==> src/rtl/mealy_seq_detector_prog_if.sv <==
// rtl/mealy_seq_detector_prog_if.sv - stream, config and match signals of the programmable sequence detector
interface mealy_seq_detector_prog_if #(
    parameter int MAX_LEN = 8,
    parameter int NUM_PAT = 2,
    parameter int CNT_W   = 8
);
    localparam int LW = $clog2(MAX_LEN + 1);

    logic                       in_valid;
    logic                       in;
    logic                       cfg_load;
    logic [NUM_PAT*MAX_LEN-1:0] cfg_pat;
    logic [NUM_PAT*LW-1:0]      cfg_len;
    logic                       cfg_overlap;
    logic                       y;
    logic [NUM_PAT-1:0]         y_id;
    logic [CNT_W-1:0]           match_cnt;

    modport master (
        output in_valid, in, cfg_load, cfg_pat, cfg_len, cfg_overlap,
        input  y, y_id, match_cnt
    );

    modport slave (
        input  in_valid, in, cfg_load, cfg_pat, cfg_len, cfg_overlap,
        output y, y_id, match_cnt
    );
endinterface

==> src/rtl/mealy_seq_detector_prog.sv <==
// rtl/mealy_seq_detector_prog.sv - run-time programmable Mealy serial detector with overlap control and saturating match counter
module mealy_seq_detector_prog #(
    parameter int MAX_LEN = 8,
    parameter int NUM_PAT = 2,
    parameter int CNT_W   = 8
) (
    input logic clk,
    input logic reset,
    mealy_seq_detector_prog_if.slave bus
);
    localparam int LW = $clog2(MAX_LEN + 1);

    logic [MAX_LEN-2:0]         hist_q, hist_d;
    logic [LW-1:0]              fill_q, fill_d;
    logic [CNT_W-1:0]           cnt_q, cnt_d;
    logic [NUM_PAT*MAX_LEN-1:0] pat_q;
    logic [NUM_PAT*LW-1:0]      len_q;
    logic                       ovl_q;

    logic [MAX_LEN-1:0] window;
    logic [NUM_PAT-1:0] y_id;
    logic               y;

    // Newest bit sits at window[0], matching pattern bit 0 (the last transmitted bit).
    assign window = {hist_q, bus.in};

    function automatic logic ch_match(input logic [MAX_LEN-1:0] pat,
                                      input logic [LW-1:0]      len,
                                      input logic [LW-1:0]      fill,
                                      input logic [MAX_LEN-1:0] win);
        logic hit;
        hit = 1'b1;
        if (len < LW'(2) || len > LW'(MAX_LEN))
            hit = 1'b0;
        else if (fill < len - LW'(1))
            hit = 1'b0;
        for (int i = 0; i < MAX_LEN; i++)
            if (i < int'(len) && win[i] != pat[i])
                hit = 1'b0;
        return hit;
    endfunction

    always_comb begin
        y_id = '0;
        for (int k = 0; k < NUM_PAT; k++)
            y_id[k] = bus.in_valid &
                      ch_match(pat_q[k*MAX_LEN +: MAX_LEN], len_q[k*LW +: LW], fill_q, window);
        y = |y_id;
    end

    assign bus.y         = y;
    assign bus.y_id      = y_id;
    assign bus.match_cnt = cnt_q;

    always_comb begin
        hist_d = hist_q;
        fill_d = fill_q;
        cnt_d  = cnt_q;
        if (bus.cfg_load) begin
            // The bit arriving with a config load is dropped and the count restarts.
            hist_d = '0;
            fill_d = '0;
            cnt_d  = '0;
        end else if (bus.in_valid) begin
            hist_d = window[MAX_LEN-2:0];
            if (y && !ovl_q)
                fill_d = '0;
            else if (fill_q != LW'(MAX_LEN - 1))
                fill_d = fill_q + LW'(1);
            if (y && cnt_q != {CNT_W{1'b1}})
                cnt_d = cnt_q + CNT_W'(1);
        end
    end

    always_ff @(posedge clk or negedge reset) begin
        if (!reset) begin
            hist_q <= '0;
            fill_q <= '0;
            cnt_q  <= '0;
        end else begin
            hist_q <= hist_d;
            fill_q <= fill_d;
            cnt_q  <= cnt_d;
        end
    end

    // Zero lengths after reset leave every channel disabled until the first load.
    always_ff @(posedge clk or negedge reset) begin
        if (!reset) begin
            pat_q <= '0;
            len_q <= '0;
            ovl_q <= 1'b1;
        end else if (bus.cfg_load) begin
            pat_q <= bus.cfg_pat;
            len_q <= bus.cfg_len;
            ovl_q <= bus.cfg_overlap;
        end
    end
endmodule

==> src/flat_wrapper.sv <==
// flat-port wrapper written by rule: the top's interface ports become plain ports
module mealy_seq_detector_prog_flat 
#(
    parameter int MAX_LEN = 8,
    parameter int NUM_PAT = 2,
    parameter int CNT_W   = 8
)
  (clk, reset, bus_in_valid, bus_in, bus_cfg_load, bus_cfg_pat, bus_cfg_len, bus_cfg_overlap, bus_y, bus_y_id, bus_match_cnt);
  mealy_seq_detector_prog_if #(.MAX_LEN(MAX_LEN), .NUM_PAT(NUM_PAT), .CNT_W(CNT_W)) bus_i ();
  input logic clk;
  input logic reset;
  input wire logic [$bits(bus_i.in_valid)-1:0] bus_in_valid;
  input wire logic [$bits(bus_i.in)-1:0] bus_in;
  input wire logic [$bits(bus_i.cfg_load)-1:0] bus_cfg_load;
  input wire logic [$bits(bus_i.cfg_pat)-1:0] bus_cfg_pat;
  input wire logic [$bits(bus_i.cfg_len)-1:0] bus_cfg_len;
  input wire logic [$bits(bus_i.cfg_overlap)-1:0] bus_cfg_overlap;
  output wire logic [$bits(bus_i.y)-1:0] bus_y;
  output wire logic [$bits(bus_i.y_id)-1:0] bus_y_id;
  output wire logic [$bits(bus_i.match_cnt)-1:0] bus_match_cnt;
  assign bus_i.in_valid = bus_in_valid;
  assign bus_i.in = bus_in;
  assign bus_i.cfg_load = bus_cfg_load;
  assign bus_i.cfg_pat = bus_cfg_pat;
  assign bus_i.cfg_len = bus_cfg_len;
  assign bus_i.cfg_overlap = bus_cfg_overlap;
  assign bus_y = bus_i.y;
  assign bus_y_id = bus_i.y_id;
  assign bus_match_cnt = bus_i.match_cnt;
  mealy_seq_detector_prog #(.MAX_LEN(MAX_LEN), .NUM_PAT(NUM_PAT), .CNT_W(CNT_W)) u_core (.clk(clk), .reset(reset), .bus(bus_i));
endmodule
==> config.mk <==
export PLATFORM = sky130hd
export DESIGN_NAME = mealy_seq_detector_prog_flat
export DESIGN_NICKNAME = d
export VERILOG_FILES = /design/src/rtl/mealy_seq_detector_prog_if.sv /design/src/rtl/mealy_seq_detector_prog.sv /design/src/flat_wrapper.sv
export SDC_FILE = /design/constraint.sdc
export NUM_CORES = 1
export LEC_CHECK = 0
export CORE_ASPECT_RATIO = 1.4
export CORE_UTILIZATION = 43
export DETAILED_ROUTE_END_ITERATION = 10
export DONT_BUFFER_PORTS = 1
export PLACE_DENSITY = 0.68
export REMOVE_ABC_BUFFERS = 1
export SETUP_SLACK_MARGIN = 0.05
export SYNTH_ARGS = -nofsm -noshare
export SYNTH_HDL_FRONTEND = slang
export SYNTH_SLANG_ARGS = --single-unit
==> constraint.sdc <==
create_clock -name clk -period 2.45 [get_ports clk]
set_input_delay 0.1225 -clock clk [delete_from_list [all_inputs] [get_ports clk]]
set_output_delay 0.1225 -clock clk [all_outputs]
set_load 0.1 [all_outputs]
After elaboration in Yosys (flattened, before gate mapping)
Index checks and enable logic that the tools add are counted.
Widths: inputs -> output; s select.
{"block": "classes", "addsub": 4, "multipliers": 0, "n_div": 0, "order_cmp": 22, "n_eq_ne": 18, "n_shift": 0, "n_mux": 29, "bitwise": 2, "reduce_logical": 27}
{"cell": "$lt 3x4->1 const A", "count": 8}
{"cell": "$mux 8", "count": 3}
{"cell": "$mux 1", "count": 20}
{"cell": "$logic_and 1x1->1", "count": 18}
{"cell": "$lt 1x4->1 const A", "count": 4}
{"cell": "$lt 2x4->1 const A", "count": 4}
{"cell": "$mux 4", "count": 4}
{"cell": "$ne 1x1->1", "count": 16}
{"cell": "$mux 7", "count": 2}
{"cell": "$add 8x1->8 const B", "count": 1}
{"cell": "$gt 4x4->1 const B", "count": 2}
{"cell": "$lt 4x2->1 const B", "count": 2}
{"cell": "$lt 4x4->1", "count": 2}
{"cell": "$ne 8x8->1 const B", "count": 1}
{"cell": "$sub 4x1->4 const B", "count": 2}
{"cell": "$add 4x1->4 const B", "count": 1}
{"cell": "$ne 4x3->1 const B", "count": 1}
{"cell": "$reduce_and 2->1", "count": 2}
{"cell": "$reduce_bool 2->1", "count": 2}
{"cell": "$reduce_bool 3->1", "count": 1}
{"cell": "$and 1x1->1", "count": 2}
{"cell": "$logic_or 1x1->1", "count": 2}
{"cell": "$reduce_or 2->1", "count": 1}
{"cell": "$logic_not 1->1", "count": 1}
{"block": "totals", "regBits": 44, "latch_bits": 0, "ram_bits": 0, "rom_bits": 0, "in_bits": 30, "out_inout_bits": 11, "mem_count": 0}

Longest topological paths before layout
Gate-level depths: netlist of run 1.
{"block": "depth", "ltp_word": 18, "ltp_mapped": 11}

Least setup slack after synthesis of run 1
No wires, ideal clock.
{"block": "synth_path", "path_kind": "reg-to-output", "startpoint": "reg u_core.len_q[0]", "endpoint": "out bus_y", "arrival_ps": 2330, "required_time_ps": 2328, "slack_ps": -3, "path_stages_with_launch": 11, "path_cell_list": "dfrtp_1 inv_1 ha_1 xnor2_1 ha_1 o21ai_0 a21oi_1 o211ai_1 a211o_1 buf_6 nand2_1"}
{"block": "synth_between", "elab_chain_cells": 14, "elab_cells_between_ends": 33, "cone_classes": "add/sub: 1; order compare: 11; mux: 10; bitwise: 1; reduce/logical: 10"}
{"item": "start: declaration", "line": "mealy_seq_detector_prog.sv:17", "rtl": "logic [NUM_PAT*LW-1:0] len_q;"}
{"item": "start signal: assignment", "line": "mealy_seq_detector_prog.sv:95", "rtl": "len_q <= bus.cfg_len;"}
{"item": "$sub 4x1->4", "line": "mealy_seq_detector_prog.sv:35", "rtl": "else if (fill < len - LW'(1))"}
{"item": "$lt 4x4->1", "line": "mealy_seq_detector_prog.sv:35"}
{"item": "$mux 1", "line": "mealy_seq_detector_prog.sv:35"}
{"item": "$mux 1", "line": "mealy_seq_detector_prog.sv:33", "rtl": "if (len < LW'(2) || len > LW'(MAX_LEN))"}
{"item": "$mux 1 (7 in series)", "line": "mealy_seq_detector_prog.sv:38", "rtl": "if (i < int'(len) && win[i] != pat[i])"}
{"item": "$mux 1 *", "line": "mealy_seq_detector_prog.sv:38"}
{"item": "$and 1x1->1 *", "line": "mealy_seq_detector_prog.sv:46", "rtl": "y_id[k] = bus.in_valid &"}
{"item": "$reduce_or 2->1 *", "line": "mealy_seq_detector_prog.sv:48", "rtl": "y = |y_id;"}
{"item": "end: declaration", "line": "flat_wrapper.sv:18", "rtl": "output wire logic [$bits(bus_i.y)-1:0] bus_y;"}
Mark *: on every way between the ends. The rest lies on a longest branch, timed or not.

Worst setup path in the final report of run 1
{"block": "layout_path", "startpoint": "reg u_core.len_q[1]", "endpoint": "out bus_y"}
Same word-level chain as after synthesis.

==> results of run 1 <==
## cells by family (layout without fill, tap and decap cells)
family | after synthesis | after routing | synth area share [%]
AND/OR/NAND/NOR | 66 | 66 | 13.58
adder cells (fa/ha/maj) | 15 | 15 | 7.274
XOR/XNOR | 21 | 21 | 7.129
AO/OA/AOI/OAI | 38 | 38 | 9.603
multiplexers | 36 | 36 | 15.47
flip-flops | 44 | 44 | 42.73
buffers and inverters | 21 | 78 | 4.219
## path summary, 6_finish.rpt
kind	start	slack, ns	endpoint	cells after the start
min	bus_in_valid	0.003	u_core.hist_q[5]$_DFFE_PN0P_	2
max reg2reg	u_core.len_q[1]$_DFFE_PN0P_	0.02	u_core.bus.match_cnt[4]$_DFFE_PN0P_	9
min reg2reg	u_core.pat_q[0]$_DFFE_PN0P_	0.54	u_core.pat_q[0]$_DFFE_PN0P_	1
min in group asynchronous	reset	0.35	u_core.hist_q[2]$_DFFE_PN0P_	2
max in group asynchronous	reset	1.84	u_core.ovl_q$_DFFE_PN1P_	2
max	u_core.len_q[1]$_DFFE_PN0P_	-0.03	bus_y	9
## power breakdown
group          switching, W  leakage [nW]  total [W]  internal, W
logic              0.000168         0.905   0.000358     0.000190
clock network      0.000241        0.0422   0.000442     0.000200
registers         0.0000543         0.554   0.000828     0.000774
## area by class of cell
class	count	area [um2]
multi-input combinational	176	1513
sequential	44	1105
inverter	10	42.54
clock inverter	1	5.005
timing repair buffer	60	611.8
tap	70	87.58
clock buffer	7	76.32
fill	483	2381
## metrics by stage
step / worst slack, ns / power [W] / util (%)
5_1_grt: -0.1136 / 0.001709 / 59.10
4_1_cts: -0.01600 / 0.001594 / 56.63
3_5_place_dp: 0.003290 / 0.001066 / 48.46
3_3_place_gp: 0.06391 / 0.001057 / 48.46
2_1_floorplan: -0.02728 / 0.0009964 / -
6_report: -0.02895 / 0.001627 / 59.10
## cell usage after synthesis, drive strengths merged
cell and instances:
nand3 1, o31ai 2, a31oi 1, o22ai 1, clkbuf 5, xor2 10, nor2 19, mux2i 8
o21ai 15, or3 1, mux2 28, a211o 1, o211ai 1, and3 2, and4 1, a211oi 2
a21oi 13, ha 15, nand2 9, nor2b 7, nand3b 2, nor3b 3, or3b 1, dfrtp 43
nor3 6, dfstp 1, o2111ai 1, nor4 4, inv 10, buf 6, a21boi 1, xnor2 11
nand4 7, nand2b 3
## what timing repair did
| item | CTS | global route |
|---|---|---|
| hold buffers | 31 | 0 |
| endpoints found under the hold margin | 80 | 0 |
| gates resized for setup | 10 | 35 |
| pin swaps | 5 | 8 |
| endpoints found under the setup margin | 10 | 15 |
| setup buffers | 4 | 0 |
## registers in the layout, summed over array words and instances, names as in the netlist
signal,cells
u_core.pat_q,16
u_core.fill_q,4
u_core.hist_q,7
u_core.len_q,8
u_core.ovl_q,1
u_core.bus.match_cnt,8
## metal layers
metal	routed length (um)	global-route usage [%]	up-vias
met5	0	0	-
met4	163	9.220	0
met3	207	3.883	13
met2	3422	33.17	38
met1	2502	24.94	1025
li1	-	-	956
## worst reg2reg max path, cell delays in order, from the launching register on
cell and delay (ns):
sky130_fd_sc_hd__dfrtp_1 0.42, sky130_fd_sc_hd__inv_2 0.13, sky130_fd_sc_hd__ha_4 0.14, sky130_fd_sc_hd__or3b_4 0.38, sky130_fd_sc_hd__a21oi_4 0.16, sky130_fd_sc_hd__nand4_1 0.09, sky130_fd_sc_hd__a211o_1 0.35, sky130_fd_sc_hd__buf_6 0.16
sky130_fd_sc_hd__a21oi_1 0.15, sky130_fd_sc_hd__mux2_1 0.33
==> metrics.txt, run 1 <==
# TYPE chip_impl_metric gauge
chip_impl_info{name="status",value="finished with violations"} 1
chip_impl_info{name="violations",value="negative setup slack"} 1
chip_impl_metric{name="static-leakage-power",unit="nW"} 1.501
chip_impl_metric{name="fin_nets",unit=""} 342
chip_impl_metric{name="io_buffer_count",unit=""} 0
chip_impl_metric{name="gp_congestion",unit=""} 0.8753
chip_impl_info{name="netlist.top_cell.by_area",value="sky130_fd_sc_hd__dfrtp_1"} 1
chip_impl_metric{name="totalNegativeSetupSlack",unit="ns"} -0.04640
chip_impl_info{name="leading_post_synthesis_cells_by_cell_area",value="sky130_fd_sc_hd__dfrtp_1 (42%), sky130_fd_sc_hd__mux2_2 (9.2%), sky130_fd_sc_hd__ha_1 (7.3%), sky130_fd_sc_hd__xnor2_1 (3.7%), sky130_fd_sc_hd__xor2_1 (3.4%)"} 1
chip_impl_metric{name="vias_per_cell",unit=""} 5.522
chip_impl_metric{name="setup_viol",unit=""} 2
chip_impl_metric{name="detail_route.wirelength",unit="um"} 6296
chip_impl_info{name="cp-start-kind",value="flip-flop"} 1
chip_impl_info{name="clock_tree.root_cell",value="sky130_fd_sc_hd__clkbuf_8"} 1
chip_impl_info{name="cts_tree",value="yes"} 1
chip_impl_info{name="critical_path.top_delay_family",value="simple AND/OR/NAND/NOR gates"} 1
chip_impl_metric{name="crit_path_max_fanout",unit=""} 6
chip_impl_metric{name="clk_pin_slew",unit="ns"} 0.08
chip_impl_info{name="slowest_stage",value="sky130_fd_sc_hd__dfrtp_1"} 1
chip_impl_metric{name="yosysTopAreaCellShare",unit="%"} 41.71
chip_impl_metric{name="grt_max_degree",unit=""} 45
chip_impl_metric{name="cpPeakStageDelay",unit="ns"} 0.42
chip_impl_metric{name="place_area",unit="mm2"} 0.002821
chip_impl_metric{name="post_detailed_route_drc_marker_count",unit=""} 0
chip_impl_metric{name="initialDrtViolationCount",unit=""} 55
chip_impl_metric{name="area_enclosed_by_the_die_boundary",unit="mm2"} 0.006318
chip_impl_metric{name="initial_antenna_violation_count",unit=""} 0
chip_impl_metric{name="finalHoldViolCount",unit=""} 0
chip_impl_metric{name="core_area",unit="mm2"} 0.005822
chip_impl_metric{name="post-route-cell-area",unit="mm2"} 0.003441
chip_impl_metric{name="flow.area_growth_from_synthesis",unit="%"} 33.37
chip_impl_info{name="mostFrequentLayoutCells",value="sky130_fd_sc_hd__dfrtp_1 (41), sky130_fd_sc_hd__dlygate4sd3_1 (29), sky130_fd_sc_hd__mux2_2 (21), sky130_fd_sc_hd__buf_4 (21), sky130_fd_sc_hd__nor2_1 (19)"} 1
chip_impl_metric{name="dp.cells",unit=""} 325
chip_impl_metric{name="diodes",unit=""} 0
chip_impl_metric{name="register_bit_count_reported_by_yosys",unit=""} 44
chip_impl_metric{name="drt-wirelength-per-cell",unit="um"} 17.11
chip_impl_metric{name="numCtsBuffers",unit=""} 5
chip_impl_metric{name="postRouteAntennaNets",unit=""} 0
chip_impl_metric{name="detailedPlacementHpwl",unit="um"} 3802
chip_impl_metric{name="syn-mean-instance-area",unit="um2"} 10.71
chip_impl_metric{name="final.setup_skew",unit="ns"} 0.01089
chip_impl_metric{name="via_count",unit=""} 2032
chip_impl_metric{name="final.min_clock_period",unit="ns"} 2.479
chip_impl_metric{name="initial_core_util",unit="%"} 44.32
chip_impl_metric{name="maxSlewHeadroom",unit="%"} 71.07
chip_impl_metric{name="maxCapViolations",unit=""} 0
chip_impl_metric{name="cts_buffer_depth",unit=""} 2
chip_impl_metric{name="clock_h_tree_levels",unit=""} 2
chip_impl_metric{name="pin_count",unit=""} 41
chip_impl_metric{name="via_count_of_the_first_global_routing_pass",unit=""} 2017
chip_impl_metric{name="drtPass1Iterations",unit=""} 4
chip_impl_metric{name="critical_path.n_buffers_inverters",unit=""} 3
chip_impl_metric{name="pwr_per_cell_area",unit="mW/mm2"} 473.0
chip_impl_metric{name="worst-slew-pin-transition",unit="ns"} 0.4325
chip_impl_metric{name="number_of_cells_produced_by_synthesis",unit=""} 241
chip_impl_metric{name="fin_worst_hold_slack",unit="ns"} 0.002592
chip_impl_metric{name="die-width",unit="um"} 67.47
chip_impl_metric{name="maxClockFrequency",unit="MHz"} 403.4
chip_impl_metric{name="fin_ws",unit="ns"} -0.02895
chip_impl_metric{name="insertion_delay",unit="ns"} 0.30
chip_impl_info{name="endpoint_kind",value="output pin"} 1
chip_impl_metric{name="die-height",unit="um"} 93.65
chip_impl_metric{name="synth_area",unit="mm2"} 0.002580
chip_impl_metric{name="grt_overflow_total",unit=""} 0
chip_impl_metric{name="worstPathArrival",unit="ns"} 2.36
chip_impl_metric{name="wire_length_of_the_first_global_routing_pass",unit="um"} 9570
chip_impl_metric{name="synth_sequential_area_ratio",unit="%"} 42.73
chip_impl_metric{name="finalCritPeriodShare",unit="%"} 101.2
chip_impl_metric{name="peakVddDrop",unit="V"} 0.0003461
chip_impl_metric{name="slew_violations",unit=""} 0
chip_impl_metric{name="globalRouteTotalUtil",unit="%"} 20.21
chip_impl_metric{name="worst_path_required_time",unit="ns"} 2.33
chip_impl_info{name="critical_path.cell_chain",value="inv_2 -> ha_4 -> or3b_4 -> a21oi_4 -> nand4_1 -> a211o_1 -> buf_6 -> nand2_4 -> buf_12"} 1
chip_impl_metric{name="post_synth_num_cell_types",unit=""} 40
chip_impl_info{name="min_path_type",value="in2reg"} 1
chip_impl_info{name="rsz0062_at_grt",value="true"} 1
chip_impl_info{name="mostFrequentLayoutCell",value="sky130_fd_sc_hd__dfrtp_1"} 1
chip_impl_metric{name="fraction_of_final_layout_cells_with_drive_strength_greater_than_1",unit="%"} 30.54
chip_impl_info{name="crit_type",value="reg2out"} 1
chip_impl_metric{name="cts_num_sinks",unit=""} 44
chip_impl_metric{name="fp-row-count",unit=""} 33
chip_impl_metric{name="synth.yosys.warnings",unit=""} 0
chip_impl_metric{name="fin_cells",unit=""} 368
Note: power is estimated with default switching activity, not from simulation.
==> run 2, diff against run 1 <==
==> constraint.sdc (replaced) <==
create_clock -name clk -period 2.45 [get_ports clk]
set_input_delay 0.245 -clock clk [delete_from_list [all_inputs] [get_ports clk]]
set_output_delay 0.245 -clock clk [all_outputs]
set_load 0.1 [all_outputs]
==> run 2 against run 1 <==
Sequential cell count unchanged. Critical path type unchanged. Largest cell class unchanged. Worst hold slack better by 0.014 ns. Worst setup slack worse by 0.14 ns. Combinational power fell by 15%. Sequential share of layout area increased by 1.8 points. Clock skew is 0.0038 ns lower. Register-to-register slack worse by 0.13 ns. First-iteration DRC count increased by 18%. Die area unchanged. Critical endpoint unchanged. The run still ends with negative setup slack left. Global-route usage fell by 0.16 points. Cell area fell by 5.5%.
==> metrics.txt, run 2 (same netlist as run 1, synthesis figures left out) <==
# TYPE chip_impl_metric gauge
chip_impl_metric{name="numCtsBuffers",unit=""} 5
chip_impl_metric{name="diodes",unit=""} 0
chip_impl_metric{name="comb_power_share",unit="%"} 18.0
chip_impl_metric{name="maxSlewHeadroom",unit="%"} 73.20
chip_impl_metric{name="via_count",unit=""} 1924
chip_impl_metric{name="cpPeakStageDelay",unit="ns"} 0.44
chip_impl_metric{name="fin_nets",unit=""} 316
chip_impl_metric{name="slew_violations",unit=""} 0
chip_impl_metric{name="initial_antenna_violation_count",unit=""} 0
chip_impl_metric{name="internal-power",unit="W"} 0.001240
chip_impl_metric{name="final.setup_skew",unit="ns"} 0.007072
chip_impl_metric{name="die-height",unit="um"} 93.65
chip_impl_metric{name="io_buffer_count",unit=""} 0
chip_impl_metric{name="crit_path_max_fanout",unit=""} 4
chip_impl_metric{name="maxCapViolations",unit=""} 0
chip_impl_metric{name="worstPathArrival",unit="ns"} 2.37
chip_impl_metric{name="final.fill_count",unit=""} 482
chip_impl_metric{name="flow.area_growth_from_synthesis",unit="%"} 26.04
chip_impl_metric{name="insertion_delay",unit="ns"} 0.30
chip_impl_metric{name="finalCritPeriodShare",unit="%"} 106.9
chip_impl_metric{name="cts_buffer_depth",unit=""} 2
chip_impl_info{name="mostFrequentLayoutCells",value="sky130_fd_sc_hd__dfrtp_1 (43), sky130_fd_sc_hd__buf_4 (23), sky130_fd_sc_hd__mux2_2 (21)"} 1
chip_impl_info{name="cp-start-kind",value="flip-flop"} 1
chip_impl_metric{name="clock_h_tree_levels",unit=""} 2
chip_impl_metric{name="finalHoldViolCount",unit=""} 0
chip_impl_metric{name="core_area",unit="mm2"} 0.005822
chip_impl_metric{name="cts_num_sinks",unit=""} 44
chip_impl_metric{name="clk_pin_slew",unit="ns"} 0.08
chip_impl_metric{name="final.min_clock_period",unit="ns"} 2.620
chip_impl_metric{name="fin_cells",unit=""} 342
chip_impl_metric{name="power.share.switching",unit="%"} 26.69
chip_impl_info{name="violations",value="negative setup slack"} 1
chip_impl_metric{name="fin_worst_hold_slack",unit="ns"} 0.01685
chip_impl_metric{name="via_count_of_the_first_global_routing_pass",unit=""} 1968
chip_impl_metric{name="fp-row-count",unit=""} 33
chip_impl_info{name="critical_path.top_delay_family",value="compound AO/OA/AOI/OAI gates"} 1
chip_impl_metric{name="initial_core_util",unit="%"} 44.32
chip_impl_metric{name="power.clock.fraction",unit="%"} 33.1
chip_impl_info{name="min_path_type",value="in2reg"} 1
chip_impl_info{name="mostFrequentLayoutCell",value="sky130_fd_sc_hd__dfrtp_1"} 1
chip_impl_metric{name="grt_max_degree",unit=""} 54
chip_impl_metric{name="vias_per_cell",unit=""} 5.626
chip_impl_info{name="critical_path.cell_chain",value="inv_2 -> ha_4 -> or3b_1 -> a21oi_2 -> nand4_1 -> a211o_1 -> buf_6 -> nand2_4 -> buf_12"} 1
chip_impl_info{name="crit_type",value="reg2out"} 1
chip_impl_metric{name="post-route-cell-area",unit="mm2"} 0.003252
chip_impl_info{name="status",value="finished with violations"} 1
chip_impl_metric{name="postRouteAntennaNets",unit=""} 0
chip_impl_metric{name="detail_route.wirelength",unit="um"} 6055
chip_impl_metric{name="post_detailed_route_drc_marker_count",unit=""} 0
chip_impl_metric{name="fin_ws",unit="ns"} -0.1697
chip_impl_metric{name="initialDrtViolationCount",unit=""} 65
chip_impl_metric{name="max_ffs_per_register",unit=""} 16
chip_impl_metric{name="setup_viol",unit=""} 11
chip_impl_metric{name="power.sequential.fraction",unit="%"} 48.9
chip_impl_metric{name="power.switching",unit="W"} 0.0004514
chip_impl_metric{name="area_enclosed_by_the_die_boundary",unit="mm2"} 0.006318
chip_impl_metric{name="gp_congestion",unit=""} 0.8412
chip_impl_metric{name="worst_path_required_time",unit="ns"} 2.20
chip_impl_info{name="largest-register",value="u_core.pat_q"} 1
chip_impl_metric{name="pin_count",unit=""} 41
chip_impl_metric{name="static-leakage-power",unit="nW"} 1.407
chip_impl_info{name="clock_tree.root_cell",value="sky130_fd_sc_hd__clkbuf_8"} 1
chip_impl_info{name="endpoint_kind",value="output pin"} 1
chip_impl_metric{name="globalRouteTotalUtil",unit="%"} 20.05
chip_impl_metric{name="wire_length_of_the_first_global_routing_pass",unit="um"} 9349
chip_impl_metric{name="critical_path.n_buffers_inverters",unit=""} 3
chip_impl_metric{name="maxClockFrequency",unit="MHz"} 381.7
chip_impl_metric{name="grt_overflow_total",unit=""} 0
chip_impl_metric{name="pwr_per_cell_area",unit="mW/mm2"} 520.1
chip_impl_metric{name="fraction_of_final_layout_cells_with_drive_strength_greater_than_1",unit="%"} 34.56
chip_impl_metric{name="worst-slew-pin-transition",unit="ns"} 0.3996
chip_impl_metric{name="drtPass1Iterations",unit=""} 4
chip_impl_metric{name="die-width",unit="um"} 67.47
chip_impl_info{name="cts_tree",value="yes"} 1
chip_impl_metric{name="dp.cells",unit=""} 322
chip_impl_metric{name="peakVddDrop",unit="V"} 0.0003816
chip_impl_info{name="slowest_stage",value="sky130_fd_sc_hd__dfrtp_1"} 1
chip_impl_info{name="rsz0062_at_grt",value="true"} 1
chip_impl_metric{name="drt-wirelength-per-cell",unit="um"} 17.70
chip_impl_metric{name="place_area",unit="mm2"} 0.002799
chip_impl_metric{name="detailedPlacementHpwl",unit="um"} 4021
-- run 2: changes by cell type in the layout (fill, tap and decap cells not counted), moves of 4 or more --
cell	delta
sky130_fd_sc_hd__dlygate4sd3_1	-26
sky130_fd_sc_hd__mux2_1	-5
sky130_fd_sc_hd__mux2_4	+5
sky130_fd_sc_hd__a21oi_4	+4
-- run 2: path summary, 6_finish.rpt --
path / startpoint / end / slack [ns] / cells after the start
worst max-delay path: u_core.len_q[1]$_DFFE_PN0P_ / bus_y / -0.17 / 9
worst min-delay path: bus_cfg_load / u_core.fill_q[0]$_DFFE_PN0P_ / 0.02 / 1
worst max register to register: u_core.len_q[1]$_DFFE_PN0P_ / u_core.bus.match_cnt[4]$_DFFE_PN0P_ / -0.11 / 10
worst min register to register: u_core.pat_q[15]$_DFFE_PN0P_ / u_core.pat_q[15]$_DFFE_PN0P_ / 0.53 / 1
max in group asynchronous: reset / u_core.ovl_q$_DFFE_PN1P_ / 1.75 / 2
min in group asynchronous: reset / u_core.len_q[3]$_DFFE_PN0P_ / 0.44 / 2
-- run 2: per-stage QoR --
step           total power (W)  worst slack [ns]  TNS, ns  util [%]
2_1_floorplan        0.0009964           -0.1498  -0.2637         -
3_3_place_gp          0.001055           0.01578        0     48.08
3_5_place_dp          0.001065          -0.05292  -0.2341     48.08
4_1_cts               0.001670           -0.1793  -0.8484     52.57
5_1_grt               0.001766           -0.2750   -2.122     55.86
6_report              0.001691           -0.1697  -0.9753     55.86
-- run 2: cell type report --
type | instances | area [um2] | area share (%)
Multi-Input combinational cell | 176 | 1570 | 48.29
Inverter | 10 | 40.04 | 1.231
Timing Repair Buffer | 34 | 344.1 | 10.58
Sequential cell | 44 | 1102 | 33.90
Tap cell | 70 | 87.58 | 2.693
Clock inverter | 2 | 35.03 | 1.077
Clock buffer | 6 | 72.57 | 2.232
-- run 2: layer usage --
layer  wire length [um]  track usage [%]  share of wire, %  up-vias
li1                   -                -                 -      907
met4                230            10.82               3.8        0
met3                288            4.976               4.8       20
met1               2316            22.79                38      948
met5                  0                0                 0        -
met2               3219            33.42                53       49
-- run 2: what timing repair did --
item | CTS | global route
endpoints found under the setup margin | 11 | 15
gates cloned | 0 | 0
resized for setup | 19 | 31
buffers inserted | 6 | 2
hold buffers | 3 | 1
hold endpoints to repair | 49 | 3
pin swaps | 4 | 5
-- run 2: power by group through the flow --
stage          registers [W]  logic, W  clock network (W)
3_5_place_dp        0.000840  0.000225                  0
6_report            0.000827  0.000305           0.000560
3_3_place_gp        0.000837  0.000217                  0
5_1_grt             0.000833  0.000337           0.000596
2_1_floorplan       0.000829  0.000167                  0
4_1_cts             0.000825  0.000269           0.000577
